$ cat src/rtl/mem_access_unit.sv
// Load/store unit between the ALU and data memory. Accepts one access at a time from
// the EX stage, runs a single req/ack bus transaction, and returns extended load data.
// A transaction that sees no mem_ack within TIMEOUT_CYCLES busy cycles ends with an error.
// Optional build macro: MISALIGN_TRAP_EN. When defined, misaligned half/word accesses
// return an error without touching the bus. Otherwise the low address bits are truncated.
module mem_access_unit #(
  parameter int unsigned ADDR_WIDTH     = 32,
  parameter int unsigned TIMEOUT_CYCLES = 16
) (
  input  logic                  clk,
  input  logic                  rst_n,
  input  logic                  req_valid,
  output logic                  req_ready,
  input  logic                  req_we,
  input  logic [1:0]            req_size,
  input  logic                  req_unsigned,
  input  logic [ADDR_WIDTH-1:0] req_addr,
  input  logic [31:0]           req_wdata,
  output logic                  rsp_valid,
  output logic [31:0]           rsp_rdata,
  output logic                  rsp_err,
  output logic                  stall,
  output logic                  mem_req,
  output logic                  mem_we,
  output logic [ADDR_WIDTH-1:0] mem_addr,
  output logic [3:0]            mem_be,
  output logic [31:0]           mem_wdata,
  input  logic                  mem_ack,
  input  logic [31:0]           mem_rdata
);

  localparam int unsigned CntW = (TIMEOUT_CYCLES > 1) ? $clog2(TIMEOUT_CYCLES) : 1;
  localparam logic [CntW-1:0] CntLast = CntW'(TIMEOUT_CYCLES - 1);

  typedef enum logic [1:0] {StIdle, StBusy, StResp} state_e;

  state_e          state_q, state_d;
  logic [CntW-1:0] cnt_q, cnt_d;
  logic            we_q, uns_q;
  logic [1:0]      size_q, off_q;
  logic            mem_req_q, mem_we_q;
  logic [ADDR_WIDTH-1:0] mem_addr_q;
  logic [3:0]      mem_be_q;
  logic [31:0]     mem_wdata_q;
  logic [31:0]     rsp_rdata_q;
  logic            rsp_err_q;

  logic            accept, illegal;
  logic [1:0]      off_new;
  logic [3:0]      be_new;
  logic [31:0]     wdata_new, lane, load_ext;

  assign accept = (state_q == StIdle) && req_valid;

  // Decode an incoming request: legality, effective lane offset, byte enables, store data.
  always_comb begin
    illegal   = 1'b0;
    off_new   = 2'b00;
    be_new    = 4'b0000;
    wdata_new = req_wdata;
    unique case (req_size)
      2'b00: begin
        off_new   = req_addr[1:0];
        be_new    = 4'b0001 << req_addr[1:0];
        wdata_new = {4{req_wdata[7:0]}};
      end
      2'b01: begin
        off_new   = {req_addr[1], 1'b0};
        be_new    = 4'b0011 << {req_addr[1], 1'b0};
        wdata_new = {2{req_wdata[15:0]}};
      end
      2'b10: begin
        be_new = 4'b1111;
      end
      default: illegal = 1'b1;
    endcase
`ifdef MISALIGN_TRAP_EN
    if ((req_size == 2'b01) && req_addr[0]) illegal = 1'b1;
    if ((req_size == 2'b10) && (req_addr[1:0] != 2'b00)) illegal = 1'b1;
`endif
  end

  // Select the addressed lane of the returned word and sign/zero-extend it.
  always_comb begin
    lane     = mem_rdata >> {off_q, 3'b000};
    load_ext = lane;
    if (size_q == 2'b00) begin
      load_ext = uns_q ? {24'd0, lane[7:0]} : {{24{lane[7]}}, lane[7:0]};
    end else if (size_q == 2'b01) begin
      load_ext = uns_q ? {16'd0, lane[15:0]} : {{16{lane[15]}}, lane[15:0]};
    end
  end

  // Next-state logic and busy-cycle counter.
  always_comb begin
    state_d = state_q;
    cnt_d   = cnt_q;
    unique case (state_q)
      StIdle: begin
        cnt_d = '0;
        if (req_valid) state_d = illegal ? StResp : StBusy;
      end
      StBusy: begin
        if (mem_ack || (cnt_q == CntLast)) state_d = StResp;
        else cnt_d = cnt_q + CntW'(1);
      end
      StResp:  state_d = StIdle;
      default: state_d = StIdle;
    endcase
  end

  // State, captured request fields, bus outputs and response registers.
  always_ff @(posedge clk or negedge rst_n) begin
    if (!rst_n) begin
      state_q     <= StIdle;
      cnt_q       <= '0;
      we_q        <= 1'b0;
      uns_q       <= 1'b0;
      size_q      <= 2'b00;
      off_q       <= 2'b00;
      mem_req_q   <= 1'b0;
      mem_we_q    <= 1'b0;
      mem_addr_q  <= '0;
      mem_be_q    <= 4'b0000;
      mem_wdata_q <= '0;
      rsp_rdata_q <= '0;
      rsp_err_q   <= 1'b0;
    end else begin
      state_q <= state_d;
      cnt_q   <= cnt_d;
      if (accept) begin
        we_q   <= req_we;
        uns_q  <= req_unsigned;
        size_q <= req_size;
        off_q  <= off_new;
        if (illegal) begin
          rsp_err_q   <= 1'b1;
          rsp_rdata_q <= '0;
        end else begin
          mem_req_q   <= 1'b1;
          mem_we_q    <= req_we;
          mem_addr_q  <= {req_addr[ADDR_WIDTH-1:2], 2'b00};
          mem_be_q    <= be_new;
          mem_wdata_q <= wdata_new;
        end
      end else if ((state_q == StBusy) && (state_d == StResp)) begin
        mem_req_q <= 1'b0;
        // An ack in the final counted cycle still completes without error.
        if (mem_ack) begin
          rsp_err_q   <= 1'b0;
          rsp_rdata_q <= we_q ? 32'd0 : load_ext;
        end else begin
          rsp_err_q   <= 1'b1;
          rsp_rdata_q <= '0;
        end
      end
    end
  end

  assign req_ready = (state_q == StIdle);
  assign stall     = (state_q != StIdle);
  assign rsp_valid = (state_q == StResp);
  assign rsp_rdata = rsp_rdata_q;
  assign rsp_err   = rsp_err_q;
  assign mem_req   = mem_req_q;
  assign mem_we    = mem_we_q;
  assign mem_addr  = mem_addr_q;
  assign mem_be    = mem_be_q;
  assign mem_wdata = mem_wdata_q;

endmodule

$ cat config.mk
export PLATFORM = sky130hd
export DESIGN_NAME = mem_access_unit
export DESIGN_NICKNAME = d
export VERILOG_FILES = /design/src/rtl/mem_access_unit.sv
export SDC_FILE = /design/constraint.sdc
export NUM_CORES = 1
export LEC_CHECK = 0
export BUFFER_PORTS_ARGS = -buffer_cell sky130_fd_sc_hd__buf_2
export CAP_MARGIN = 15
export CELL_PAD_IN_SITES_DETAIL_PLACEMENT = 0
export CELL_PAD_IN_SITES_GLOBAL_PLACEMENT = 1
export CORE_MARGIN = 5
export CORE_UTILIZATION = 38
export CTS_BUF_LIST = sky130_fd_sc_hd__clkbuf_4 sky130_fd_sc_hd__clkbuf_8 sky130_fd_sc_hd__clkbuf_16
export CTS_CLUSTER_SIZE = 20
export DETAILED_ROUTE_END_ITERATION = 16
export PLACE_DENSITY = 0.89
export SETUP_SLACK_MARGIN = 0.02
export SLEW_MARGIN = 30
export SYNTH_ARGS = -nofsm -noshare
export SYNTH_HDL_FRONTEND = slang
export SYNTH_SLANG_ARGS = --single-unit
$ cat constraint.sdc
create_clock -name clk -period 2.4 [get_ports clk]
set_input_delay 0 -clock clk [delete_from_list [all_inputs] [get_ports clk]]
set_output_delay 0 -clock clk [all_outputs]
set_load 0.005 [all_outputs]
Word level (Yosys, flattened, before mapping)
Index checks and enable logic that the tools add are counted.
{"block": "totals", "ff_bits": 113, "in_bits": 104, "output_inout_bits": 106, "wordCells": 66}
{"block": "op_classes", "n_addsub": 1, "n_eq_ne": 10, "shifts": 3, "mux": 25, "n_reduce_logical": 14}
{"op": "$mux W32", "count": 9}
{"op": "$pmux W32 S2", "count": 1}
{"op": "$shr A32 B5 Y32", "count": 1}
{"op": "$pmux W4 S3", "count": 1}
{"op": "$pmux W2 S2", "count": 2}
{"op": "$pmux W4 S2", "count": 1}
{"op": "$reduce_and A2 Y1", "count": 4}
{"op": "$mux W1", "count": 7}
{"op": "$eq A2 B1 Y1 const B", "count": 3}
{"op": "$eq A2 B2 Y1 const B", "count": 3}
{"op": "$logic_not A2 Y1", "count": 3}
{"op": "$mux W2", "count": 3}
{"op": "$ne A2 B2 Y1 const B", "count": 3}
{"op": "$reduce_bool A2 Y1", "count": 3}
{"op": "$add A4 B1 Y4 const B", "count": 1}
{"op": "$eq A4 B4 Y1 const B", "count": 1}
{"op": "$mux W4", "count": 1}
{"op": "$shl A1 B2 Y4 const A", "count": 1}
{"op": "$shl A2 B2 Y4 const A", "count": 1}
{"op": "$reduce_or A3 Y1", "count": 1}
{"op": "$logic_and A1 B1 Y1", "count": 2}
{"op": "$logic_or A1 B1 Y1", "count": 1}

Longest topological paths before layout
Gate-level depths: netlist of the first run.
{"block": "logic_depth", "ltp_word": 9, "mapped_depth": 6, "depth_no_buf": 4}

Least setup slack after synthesis of the first run
No wires, ideal clock.
{"block": "synth_path", "path_type": "reg-to-reg", "from": "register state_q[0]", "to": "register mem_addr_q[10] (netlist: mem_addr[10])", "setup_ns": 0.125, "t_arrival_ns": 1.606, "t_required_ns": 2.275, "path_slack_ns": 0.669, "path_stages_with_launch": 6, "path_buffers": 2, "period_less_slack_ns": 1.731, "path_cell_list": "dfrtp_1 or3b_1 buf_2 a21oi_4 buf_6 mux2_2"}
{"block": "synth_via", "elab_chain_cells": 3}
{"item": "start: declaration", "line": "37", "rtl": "state_e state_q, state_d;"}
{"item": "start signal: assignment", "line": "115", "rtl": "state_q <= StIdle;"}
{"item": "start signal: assignment", "line": "129", "rtl": "state_q <= state_d;"}
{"item": "$logic_not A2 Y1", "line": "53", "rtl": "assign accept = (state_q == StIdle) && req_valid;"}
{"item": "$logic_and A1 B1 Y1", "line": "53"}
{"item": "$reduce_and A2 Y1 (no source line)"}
{"item": "end signal: assignment", "line": "142", "rtl": "mem_addr_q <= {req_addr[ADDR_WIDTH-1:2], 2'b00};"}
{"item": "end: declaration", "line": "42", "rtl": "logic [ADDR_WIDTH-1:0] mem_addr_q;"}
Every way passes these cells.
A chain may end at the register's enable or synchronous reset.

Worst setup path in the final report of the first run
{"block": "layout_path", "from": "register off_q[0]", "to": "register rsp_rdata_q[31] (netlist: rsp_rdata[31])"}
{"block": "layout_via", "elab_chain_cells": 8, "word_cells_on_any_way": 9, "cone_classes": "shift: 1; mux: 8"}
{"item": "start: declaration", "line": "40", "rtl": "logic [1:0] size_q, off_q;"}
{"item": "start signal: assignment", "line": "135", "rtl": "off_q <= off_new;"}
{"item": "$shr A32 B5 Y32 (*)", "line": "85", "rtl": "lane = mem_rdata >> {off_q, 3'b000};"}
{"item": "$mux W32", "line": "90", "rtl": "load_ext = uns_q ? {16'd0, lane[15:0]} : {{16{lane[15]}}, lane[15:0]};"}
{"item": "$mux W32", "line": "89", "rtl": "end else if (size_q == 2'b01) begin"}
{"item": "$mux W32 (*)", "line": "87", "rtl": "if (size_q == 2'b00) begin"}
{"item": "$mux W32 (*)", "line": "151", "rtl": "rsp_rdata_q <= we_q ? 32'd0 : load_ext;"}
{"item": "$mux W32 (*)", "line": "149", "rtl": "if (mem_ack) begin"}
{"item": "$mux W32 (*)", "line": "146", "rtl": "end else if ((state_q == StBusy) && (state_d == StResp)) begin"}
{"item": "$mux W32 (*)", "line": "131", "rtl": "if (accept) begin"}
{"item": "end signal: assignment", "line": "151"}
{"item": "end: declaration", "line": "45", "rtl": "logic [31:0] rsp_rdata_q;"}
Mark *: on every way between the ends. The rest lies on a longest branch, timed or not. The select of a mux whose other input is x is not followed.

==> impl_metrics.csv, run 1 <==
group,metric,value,unit
yosys,yosys_warnings,0,
global_routing,track_usage,20.7,%
die,die_width,132,µm
sta,setup_viol_count_final,0,
pwr,switchingPower,2720,µW
die,fp.coreArea,0.0145,mm²
drt,avgRoutedWirePerCell,19.2,µm
setup_path,cp.arrival,2.34,ns
yosys,synth_top_family_by_area,"multiplexers",
flow_run,maxCapViolations,0,
placed_design,dp.cells,828,
pwr,p_leak,0.00381,µW
finish,drive_gt1_share,44.7,%
setup_path,path_max_fanout,28,
finish,fill_cells,1215,
yosys,synth_area,0.00561,mm²
yosys,synth_xor_xnor_area_share,0,%
sta,tightest_slew,0.651,ns
drt,via_per_inst,5.43,
global_routing,grt-ovfl-total,0,
cts,h-tree-depth,4,
pwr,pwr-share-seq,35.9,%
sta,fin_crit_sh,85.7,%
drt,vias,5065,
placed_design,io_buffers,207,
drt,drt-pass1-iter-count,5,
setup_path,cp_cell_sequence,"buf_4 -> nor2b_1 -> a221oi_2 -> buf_2 -> buf_2 -> o41ai_1",
cts,cts.sinks,113,
global_routing,antenna_found_initial,1,
pwr,clock_power_share,30.5,%
hold_path,hp-class,"in -> reg",
cts,clk_latency,0.42,ns
cts,ctsResizeCount,0,
finish,utilization,56.2,%
yosys,ys_ff_latch,113,
drt,antenna_left,0,
setup_path,crit_path_end_kind,"flip-flop",
placed_design,post_dp_cell_area,0.00680,mm²
sta,finalClockSkew,0.0103,ns
yosys,seq_area_frac_synth,50.4,%
yosys,synth_top_area_share,50.4,%
drt,drc,0,
sta,min_period,2.06,ns
yosys,synthAdderAreaFrac,0.223,%
setup_path,max_stage_delay,0.51,ns
finish,fin_area,0.00817,mm²
sta,finalHoldViolations,0,
cts,post-cts-setup-buffer-count,0,
drt,wirelength,17900,µm
sta,max_freq,486,MHz
yosys,synthTopCellsByArea,"dfrtp_1, mux2_2, mux2i_1",
sta,tns,0,ns
cts,clockBufferDepth,2,
setup_path,cp.required,2.68,ns
yosys,async_flop_share,100,%
die,io_pins,210,
pwr,pwr_density_cell,1070,mW/mm²
status,status,"finished, final reports clean",
finish,nNetsFinal,841,
pwr,switching_share,31.2,%
cts,cts_root_buf,"clkbuf_16",
cts,cts-hold-fix-buffers,73,
yosys,yosys.area_share.simple,5.42,%
global_routing,grt_pass1_vias,5434,
placed_design,gp_congestion,0.878,
cts,numCtsBuffers,17,
pwr,p_int,6000,µW
yosys,synth_ff_type,"dfrtp_1",
die,fp.dieH,132,µm
drt,drt_iter0_drc,308,
global_routing,grt_max_degree,114,
setup_path,start_kind,"flip-flop",
finish,fin_cells,933,
cts,cts_tree,"done",
setup_path,crit_slowest_cell,"a221oi_2",
die,design.die.area,0.0173,mm²
sta,rsz0062_at_grt,"false",
pwr,vdd_drop_max,0.000571,V
sta,slew_violations,0,
global_routing,grt_pass1_wl,29000,µm
sta,maxSlewHeadroom,56.5,%
yosys,yosysTopAreaCell,"dfrtp_1",
yosys,synth-compound-area-share,17.2,%
die,rows,44,
setup_path,critPathBufInv,3,
yosys,synthMuxAreaShare,21.5,%
sta,whs,0.0205,ns
yosys,synth.avg_cell_area,12.2,µm²
setup_path,cp_top_family,"buffers and inverters",
finish,syn_to_final_growth,45.4,%
cts,path_clk_slew,0.05,ns
yosys,synth-edff-count,0,
finish,seqCellArea,0.00283,mm²
yosys,postSynthCellCount,459,
pwr,p_comb_share,33.6,%
finish,multi_input_area,0.00251,mm²
yosys,synth_cell_types,46,
setup_path,cpMostUsedCell,"buf_2",
setup_path,worstSetupPathType,"reg -> reg",
placed_design,place_hpwl,11900,µm
die,start_util,38.6,%
[cell usage after synthesis, types with 2 or more instances]
cell / n
nand2b_1: 3
mux2i_1: 33
o32ai_1: 8
buf_6: 7
dfrtp_1: 113
mux4_2: 7
o41ai_1: 17
nand3_1: 2
buf_2: 12
a21boi_0: 9
buf_4: 7
o31ai_1: 2
clkbuf_1: 11
mux2_1: 2
a21oi_1: 35
nand2_1: 27
inv_1: 12
or4_1: 2
or2_2: 2
mux2_2: 62
a221oi_1: 7
buf_1: 2
a2bb2oi_1: 4
a31o_2: 2
nor2b_1: 6
o21a_1: 8
o21ai_0: 12
o221ai_1: 17
nor2_1: 4
and3_1: 8
[stage by stage]
stage	total power, µW	setup slack [ns]
floorplan	4660	0.669
global placement	5840	0.343
detailed placement	5970	0.377
CTS	8780	0.366
global route	9230	0.201
finish	8720	0.343
[flip-flops by register name (all words and copies together), names as in the netlist]
name / count
state_q: 2
rsp_rdata: 32
mem_we: 1
mem_req: 1
mem_wdata: 32
mem_be: 4
rsp_err: 1
size_q: 2
we_q: 1
mem_addr: 30
cnt_q: 4
uns_q: 1
off_q: 2
[power groups by stage]
stage                     Clock (µW)  Sequential [µW]  Combinational [µW]
after global placement             0             3100                2740
after floorplan                    0             3130                1530
final                           2660             3130                2940
after CTS                       2720             3120                2940
after global routing            2800             3220                3210
after detailed placement           0             3130                2850
[worst min-delay path: cells and delay by family]
kind | cells | cell delay, ns
compound gates | 2 | 0.25
buf+inv | 1 | 0.13
[cells by family after synthesis]
| family | after synthesis |
|---|---|
| buffers and inverters | 52 |
| other | 1 |
| and+or+nand+nor | 59 |
| muxes | 104 |
| DFF | 113 |
| AOI/OAI and AO/OA | 129 |
| adders and majority gates | 1 |
[final cells by class]
type / count / area share (%)
clock buffers: 27 / 6.59
well taps: 184 / 2.82
flip-flops and latches: 113 / 34.6
multi-input cells: 295 / 30.8
repair buffers: 296 / 23.4
inverters: 13 / 0.598
clock inverters: 4 / 1.16
diodes: 1 / 0.0306
[final timing paths]
kind / to / slack (ns) / start / depth (start not counted)
hold reg to reg: mem_req$_DFFE_PN0P_ / 0.48 / mem_req$_DFFE_PN0P_ / 1
max in group asynchronous: mem_addr[25]$_DFFE_PN0P_ / 1.71 / rst_n / 3
min in group asynchronous: rsp_rdata[3]$_DFFE_PN0P_ / 0.19 / rst_n / 3
hold / removal: rsp_rdata[31]$_DFFE_PN0P_ / 0.02 / mem_rdata[31] / 3
setup / recovery: rsp_rdata[31]$_DFFE_PN0P_ / 0.34 / off_q[0]$_DFFE_PN0P_ / 6
setup reg to reg: rsp_rdata[31]$_DFFE_PN0P_ / 0.34 / off_q[0]$_DFFE_PN0P_ / 6
[routing by layer]
layer | vias to the layer above | wire length [µm] | track usage, %
met5 | - | 0 | 0
met3 | 34 | 1730 | 8.18
met2 | 268 | 8890 | 33.8
li1 | 2293 | - | -
met1 | 2470 | 6960 | 24.4
met4 | 0 | 361 | 8.11
[cell usage in the layout, fill, tap and decap left out, types with 17 or more instances in the layout]
cell type        n
buf_2          208
dfrtp_1        113
dlygate4sd3_1   73
mux2_2          62
a21oi_1         35
mux2i_1         33
nand2_1         27
o221ai_1        17
o41ai_1         17
clkbuf_16       17
(Power assumes the default switching activity.)
==> inputs of run 2 (changes only) <==
--- a/config.mk
+++ b/config.mk
@@ -7,10 +7,10 @@
 export LEC_CHECK = 0
 export BUFFER_PORTS_ARGS = -buffer_cell sky130_fd_sc_hd__buf_2
 export CAP_MARGIN = 15
-export CELL_PAD_IN_SITES_DETAIL_PLACEMENT = 0
-export CELL_PAD_IN_SITES_GLOBAL_PLACEMENT = 1
+export CELL_PAD_IN_SITES_DETAIL_PLACEMENT = 1
+export CELL_PAD_IN_SITES_GLOBAL_PLACEMENT = 2
 export CORE_MARGIN = 5
-export CORE_UTILIZATION = 38
+export CORE_UTILIZATION = 31
 export CTS_BUF_LIST = sky130_fd_sc_hd__clkbuf_4 sky130_fd_sc_hd__clkbuf_8 sky130_fd_sc_hd__clkbuf_16
 export CTS_CLUSTER_SIZE = 20
 export DETAILED_ROUTE_END_ITERATION = 16
==> run 2 against run 1 <==
Against the previous run: die area grew 21%; power rose by 2.2%; register-to-register slack got worse by 0.03 ns; hold slack better by 0.037 ns; clock skew shrank 0.0037 ns; clock power rose by 3%; first-iteration DRC count down 23%; count of clock-buffer cells in the layout is 10 lower; setup slack worse by 0.030 ns; non-clock buffer count grew 3; combinational power rose by 3%; critical path depth shrank 1; largest power group unchanged.
==> impl_metrics.csv, run 2 (synthesis results as in run 1) <==
group,metric,value,unit
drt,drc,0,
hold_path,hold_start,"mem_rdata[27]",
setup_path,regToRegSetupSlack,0.31,ns
die,io_pins,210,
cts,numCtsBuffers,17,
global_routing,grt-ovfl-total,0,
setup_path,cp_top_family,"buffers and inverters",
setup_path,reg2reg_depth,5,
placed_design,place_hpwl,13800,µm
global_routing,grt_pass1_vias,5736,
drt,via_per_inst,5.30,
finish,drive_gt1_share,44.8,%
drt,drt-pass1-iter-count,4,
cts,path_clk_slew,0.06,ns
drt,vias,5210,
global_routing,antenna_found_initial,1,
setup_path,cp.arrival,2.34,ns
setup_path,start_kind,"flip-flop",
finish,seqCellArea,0.00283,mm²
die,rows,49,
setup_path,cp_cell_sequence,"buf_4 -> mux2_2 -> a221oi_4 -> buf_4 -> o32ai_1",
drt,wirelength,20800,µm
sta,rsz0062_at_grt,"false",
cts,cts_tree,"done",
global_routing,grt_pass1_wl,32600,µm
cts,h-tree-depth,4,
finish,fill_cells,1971,
global_routing,track_usage,20.3,%
drt,avgRoutedWirePerCell,21.2,µm
pwr,total_power,8910,µW
cts,clk_latency,0.42,ns
sta,min_period,2.09,ns
flow_run,maxCapViolations,0,
sta,fin_crit_sh,86.9,%
sta,max_freq,479,MHz
setup_path,cp.required,2.66,ns
finish,nNetsFinal,844,
setup_path,path_max_fanout,28,
setup_path,crit_slowest_cell,"mux2_2",
die,design.die.area,0.0209,mm²
hold_path,hold-path-endpoint,"rsp_rdata[27]$_DFFE_PN0P_",
die,fp.coreArea,0.0179,mm²
sta,worst_slack,0.313,ns
die,die_width,145,µm
hold_path,hp-class,"in -> reg",
sta,tightest_slew,0.756,ns
cts,post-cts-setup-buffer-count,0,
placed_design,gp_congestion,0.803,
sta,maxSlewHeadroom,49.6,%
setup_path,max_stage_delay,0.43,ns
cts,clockBufferDepth,2,
sta,finalHoldViolations,0,
sta,tns,0,ns
finish,layout_common_cells,"buf_2, dfrtp_1, dlygate4sd3_1",
cts,ctsResizeCount,0,
status,status,"finished, final reports clean",
setup_path,worstSetupPathType,"reg -> reg",
sta,finalClockSkew,0.00661,ns
finish,syn_to_final_growth,46.8,%
setup_path,critPathBufInv,2,
hold_path,holdPathStages,3,
setup_path,crit_path_end_kind,"flip-flop",
setup_path,r2r_end,"rsp_rdata[13]$_DFFE_PN0P_",
drt,drt_iter0_drc,238,
pwr,p_leak,0.00380,µW
global_routing,grt_max_degree,60,
sta,slew_violations,0,
sta,setup_viol_count_final,0,
die,fp.dieH,145,µm
pwr,vdd_drop_max,0.000517,V
finish,layout_commonest_cell,"buf_2",
cts,cts.sinks,113,
finish,multi_input_area,0.00251,mm²
cts,cts_root_buf,"clkbuf_16",
setup_path,cpMostUsedCell,"buf_4",
die,start_util,31.4,%
placed_design,io_buffers,207,
placed_design,dp_slack,0.299,ns
pwr,pwr_density_cell,1080,mW/mm²
setup_path,timing.rr.start,"off_q[0]$_DFFE_PN0P_",
drt,antenna_left,0,
==> run 2: cell count changes in the layout (fill, tap and decap cells not counted), sizes merged <==
cell,before,now
buf,223,225
bufinv,3,4
clkbuf,27,17
clkinv,2,6
clkinvlp,0,3
diode,1,2
dlygate4sd3,73,74
inv,12,15
==> run 2: how the worst max path moves through the flow <==
stage	to	start	depth (start not counted)
finish	rsp_rdata[13]$_DFFE_PN0P_	off_q[0]$_DFFE_PN0P_	5
global route	rsp_rdata[10]$_DFFE_PN0P_	off_q[0]$_DFFE_PN0P_	5
CTS	rsp_rdata[13]$_DFFE_PN0P_	off_q[0]$_DFFE_PN0P_	5
detailed placement	rsp_rdata[13]$_DFFE_PN0P_	off_q[0]$_DFFE_PN0P_	5
global placement	rsp_rdata[18]$_DFFE_PN0P_	off_q[0]$_DFFE_PN0P_	4
floorplan	mem_addr[10]$_DFFE_PN0P_	state_q[0]$_DFF_PN0_	5
==> run 2: power breakdown <==
part | switching (µW) | internal (µW)
logic | 1540 | 1500
clock network | 976 | 1750
registers | 479 | 2660
total | 3000 | 5920
==> run 2: layout make-up <==
class                   instances  share of cell area, %
flip-flops and latches        113                   34.3
inverters                      13                  0.592
well taps                     229                   3.48
repair buffers                299                   23.4
diodes                          2                 0.0607
clock buffers                  17                   5.16
multi-input cells             295                   30.5
clock inverters                15                   2.54
==> run 2: per-stage QoR <==
stage / hold slack, ns / std cells / instance area (µm²) / util [%]
5_1_grt: 0.0562 / 982 / 8240 / 46.0
2_1_floorplan: -0.296 / 460 / 5620 / -
6_report: 0.0575 / 983 / 8240 / 46.0
4_1_cts: 0.0286 / 981 / 8240 / 46.0
3_5_place_dp: 0.117 / 875 / 6860 / 38.3
3_3_place_gp: 0.109 / 874 / 6860 / 38.3
==> run 2: worst reg2reg max path, cell delays in order, from the launching register on <==
cell and delay, ns:
dfrtp_1 0.35, buf_4 0.38, mux2_2 0.43, a221oi_4 0.30, buf_4 0.32, o32ai_1 0.15
==> run 2: timing repair <==
| action | 4_1_cts | 5_1_grt |
|---|---|---|
| hold endpoints to repair | 132 | 0 |
| setup endpoints to repair | 0 | 0 |
| hold buffers | 74 | 0 |
==> run 2: metal layers <==
metal	share of wire [%]	track usage [%]
met5	0	0
met4	1.7	6.58
met3	7.7	6.48
met2	52	35.0
met1	39	24.0
